**src/rtl/demux_stream_router.sv**
```systemverilog
// Registered 1-to-NUM_CH valid/ready demultiplexer with unicast and broadcast routing.
// Each channel owns a one-entry holding register; out-of-range selects are dropped and counted.
module demux_stream_router #(
   parameter int DATA_W = 8,
   parameter int NUM_CH = 8,
   parameter int SEL_W  = $clog2(NUM_CH),
   parameter int CNT_W  = 8
) (
   input  logic                     clk,
   input  logic                     rst_n,
   input  logic                     in_valid,
   output logic                     in_ready,
   input  logic [DATA_W-1:0]        in_data,
   input  logic [SEL_W-1:0]         in_sel,
   input  logic                     in_bcast,
   output logic [NUM_CH-1:0]        out_valid,
   input  logic [NUM_CH-1:0]        out_ready,
   output logic [NUM_CH*DATA_W-1:0] out_data,
   output logic [CNT_W-1:0]         drop_cnt
);

   localparam logic [SEL_W:0] NUM_CH_L = (SEL_W+1)'(NUM_CH);

   logic [NUM_CH-1:0]              valid_q, valid_d;
   logic [NUM_CH-1:0][DATA_W-1:0]  data_q, data_d;
   logic [CNT_W-1:0]               drop_q, drop_d;

   logic [NUM_CH-1:0] free;
   logic [NUM_CH-1:0] load;
   logic              sel_legal;
   logic              sel_free;
   logic              ready_c;
   logic              accept;

   function automatic logic [CNT_W-1:0] sat_inc(input logic [CNT_W-1:0] v);
      sat_inc = (&v) ? v : v + CNT_W'(1);
   endfunction

   always_comb begin
      free      = ~valid_q | out_ready;
      sel_legal = ({1'b0, in_sel} < NUM_CH_L);
      sel_free  = 1'b0;
      for (int i = 0; i < NUM_CH; i++) begin
         if (in_sel == SEL_W'(i)) sel_free = free[i];
      end

      // Ready never looks at in_valid; an illegal select is always swallowed.
      if (!rst_n)         ready_c = 1'b0;
      else if (in_bcast)  ready_c = &free;
      else if (!sel_legal) ready_c = 1'b1;
      else                ready_c = sel_free;

      accept = in_valid & ready_c;

      load    = '0;
      valid_d = valid_q;
      data_d  = data_q;
      for (int i = 0; i < NUM_CH; i++) begin
         load[i]    = accept & (in_bcast | (in_sel == SEL_W'(i)));
         valid_d[i] = load[i] | (valid_q[i] & ~out_ready[i]);
         if (load[i]) data_d[i] = in_data;
      end

      drop_d = drop_q;
      if (accept && !in_bcast && !sel_legal) drop_d = sat_inc(drop_q);
   end

   always_ff @(posedge clk or negedge rst_n) begin
      if (!rst_n) begin
         valid_q <= '0;
         data_q  <= '0;
         drop_q  <= '0;
      end else begin
         valid_q <= valid_d;
         data_q  <= data_d;
         drop_q  <= drop_d;
      end
   end

   assign in_ready  = ready_c;
   assign out_valid = valid_q;
   assign out_data  = data_q;
   assign drop_cnt  = drop_q;

endmodule

```
**config.mk**
```make
export PLATFORM = sky130hd
export DESIGN_NAME = demux_stream_router
export DESIGN_NICKNAME = d
export VERILOG_FILES = /design/src/rtl/demux_stream_router.sv
export SDC_FILE = /design/constraint.sdc
export NUM_CORES = 1
export LEC_CHECK = 0
export BUFFER_PORTS_ARGS = -buffer_cell sky130_fd_sc_hd__clkbuf_2
export CAP_MARGIN = 30
export CORE_MARGIN = 2
export CORE_UTILIZATION = 50
export CTS_BUF_LIST = sky130_fd_sc_hd__clkbuf_4 sky130_fd_sc_hd__clkbuf_8 sky130_fd_sc_hd__clkbuf_16
export CTS_CLUSTER_DIAMETER = 60
export DETAILED_ROUTE_END_ITERATION = 6
export GPL_ROUTABILITY_DRIVEN = 1
export PLACE_DENSITY = 0.79
export SYNTH_ARGS = -nofsm -noshare
export SYNTH_HDL_FRONTEND = slang
export SYNTH_SLANG_ARGS = --single-unit
```
**constraint.sdc**
```tcl
create_clock -name clk -period 2.75 [get_ports clk]
set_input_delay 0.275 -clock clk [delete_from_list [all_inputs] [get_ports clk]]
set_output_delay 0.275 -clock clk [all_outputs]
set_load 0.1 [all_outputs]
```
==> impl_metrics.json <==
{
  "clock_tree.htree_level_count": 3,
  "synth_seq_cells": 72,
  "worst_hold_path_type": "primary input to async pin",
  "port_buffers": 95,
  "worst-path-max-fanout": 13,
  "number_of_global_route_vias_before_repair": 2227,
  "die_area_mm2": 0.00703,
  "ys.flop_type": "dfrtp_1",
  "relSlewSlack": 0.412,
  "drt-total-wl_mm": 6.97,
  "maxSlewViolCount": 0,
  "nature_of_the_critical_path_startpoint": "register",
  "netlist_top_cells_area": "dfrtp_1 (57%), mux2_2 (22%), nor4_4 (5.3%)",
  "detail_route.vias_per_cell": 5.30,
  "critical_path.reg2reg.startpoint": "out_valid[0]",
  "postRouteAntennaNets": 0,
  "layout_worst_path_cycle_share": 0.909,
  "hold_viol": 0,
  "num-nets-final": 352,
  "max_cap_viol_count": 0,
  "worst-r2r-cell-count": 6,
  "count_of_cells_resized_by_post_cts_repair": 0,
  "bufs_on_longest_clock_path": 2,
  "cts_hold_repair.buffers": 0,
  "synth_top_area_share": 0.565,
  "synth-edff-count": 0,
  "gpl.final_weighted_congestion": 0.813,
  "initial_cell_density_of_the_core": 0.511,
  "drive_above_1_share": 0.647,
  "data_arrival_time_of_the_worst_path_ps": 2230,
  "ys_async_sr_fraction": 1.00,
  "route.met2.wl_mm": 3.28,
  "setup.reg_to_reg.worst_slack_ps": 340,
  "status": "complete, no violations",
  "number_of_drc_markers_in_iteration_0": 89,
  "chipWidth_um": 83.8,
  "finalCriticalPeriod_ps": 2500,
  "finish.utilization": 0.648,
  "numCtsBuffers": 9,
  "layout_commonest_cell": "clkbuf_2",
  "drt_first_pass_iters": 4,
  "dr_wl_met3_um": 515,
  "hold_ws_ps": 218,
  "core_region_area_mm2": 0.00624,
  "crit_path_end_kind": "output port",
  "setup_repair_after_global_routing_missed_its_margin": "false",
  "clockRootBuffer": "clkbuf_8",
  "synth_top_cell_by_area": "dfrtp_1",
  "finalClockSkew_ps": 8.57,
  "synth.avg_cell_area_um2": 14.7,
  "syn_to_final_growth_pct": 26.9,
  "grt_max_degree": 73,
  "worst_setup_path_category": "register to output port",
  "clkTransAtPathRegs_ps": 70,
  "detail_route.drc_violations": 0,
  "layout.cells.most_common_list": "clkbuf_2 (93), dfrtp_1 (64), mux2_2 (62)",
  "cts_sinks": 72,
  "top_layer": "met4",
  "cp.required_ps": 2480,
  "hpwlAfterDp_mm": 5.01,
  "setup.worst_path.start": "out_valid[0]",
  "die_h_um": 83.8,
  "drt-wirelength-per-cell_um": 17.0,
  "grt_pass1_wl_mm": 11.3,
  "synth.cell_area_mm2": 0.00319,
  "clock.fmax_ghz": 0.400,
  "synth_seq_area_share": 0.565,
  "detailroute.via_count": 2178,
  "worstMarginPinSlew_ps": 882,
  "antenna_found_initial": 0,
  "row_count": 29,
  "netlist-cell-type-count": 33,
  "clock_latency_on_the_worst_skew_pair_ps": 340,
  "regToRegEndpoint": "out_data[60]",
  "groute.usage.overall": 0.208,
  "postCtsSetupRepairBufs": 0,
  "post_synth_inst_count": 217,
  "design.portCount": 104,
  "grt_overflow_total": 0,
  "route.layer.met1.wl_mm": 3.05,
  "tritoncts": "done",
  "antenna-diode-count": 0,
  "setup-violations-final": 0,
  "synth-warning-count": 0
}
-- how the worst max path moves through the flow --
stage               slack, ps      endpoint
floorplan                -160      in_ready
global placement          380  out_data[61]
detailed placement        320  out_data[48]
CTS                       220      in_ready
global route              170      in_ready
finish                    250      in_ready
-- registers in the layout, summed over array words and instances (netlist names) --
register   count
out_data      64
out_valid      8
-- cell type report --
class | count | area (um2)
fillers | 500 | 2200
flip-flops and latches | 72 | 1820
multi-input cells | 134 | 1340
repair buffers | 109 | 596
clock buffers | 13 | 160
well taps | 77 | 96.3
clock inverters | 3 | 17.5
inverters | 3 | 11.3
-- metrics by stage --
step | setup TNS [ps] | worst slack (ps) | instance area [um2] | std cells
2_1_floorplan | -161 | -161 | 3290 | 224
3_3_place_gp | 0 | 385 | 3870 | 395
3_5_place_dp | 0 | 324 | 3870 | 395
4_1_cts | 0 | 217 | 4050 | 411
5_1_grt | 0 | 167 | 4050 | 411
6_report | 0 | 249 | 4050 | 411
-- layer usage --
layer | GRT usage | up-vias
met5 | 0 | -
met4 | 0.0762 | 0
met3 | 0.0643 | 13
met2 | 0.313 | 95
met1 | 0.288 | 1076
li1 | - | 994
-- synth_stat cells (all sizes together), types with 2 or more instances --
| cell type | instances |
|---|---|
| dfrtp | 72 |
| mux2 | 64 |
| buf | 13 |
| nand2b | 8 |
| nor4 | 8 |
| o21ai | 7 |
| nor2 | 5 |
| nand2 | 4 |
| nor2b | 4 |
| o41ai | 4 |
| or2 | 4 |
| inv | 3 |
| nor3b | 3 |
| clkbuf | 2 |
-- worst max-delay path: stages, from the launching register on --
cell       delay, ps
dfrtp_4          500
nand2b_4          90
o2111ai_2        120
o41a_4           650
nor4b_4          310
buf_12           210
-- cell families (layout without fill, tap and decap cells) --
kind of cell           after synthesis  after routing  synth area share
flip-flops                          72             72             0.565
multiplexers                        64             64             0.226
AND/OR/NAND/NOR                     41             41             0.114
AO/OA/AOI/OAI                       21             21            0.0561
buffers and inverters               18            128            0.0373
other                                1              8           0.00118
Power is left out: the tool's default activity adds up to more than one toggle a clock period on the data nets, which glitch-free logic cannot reach.
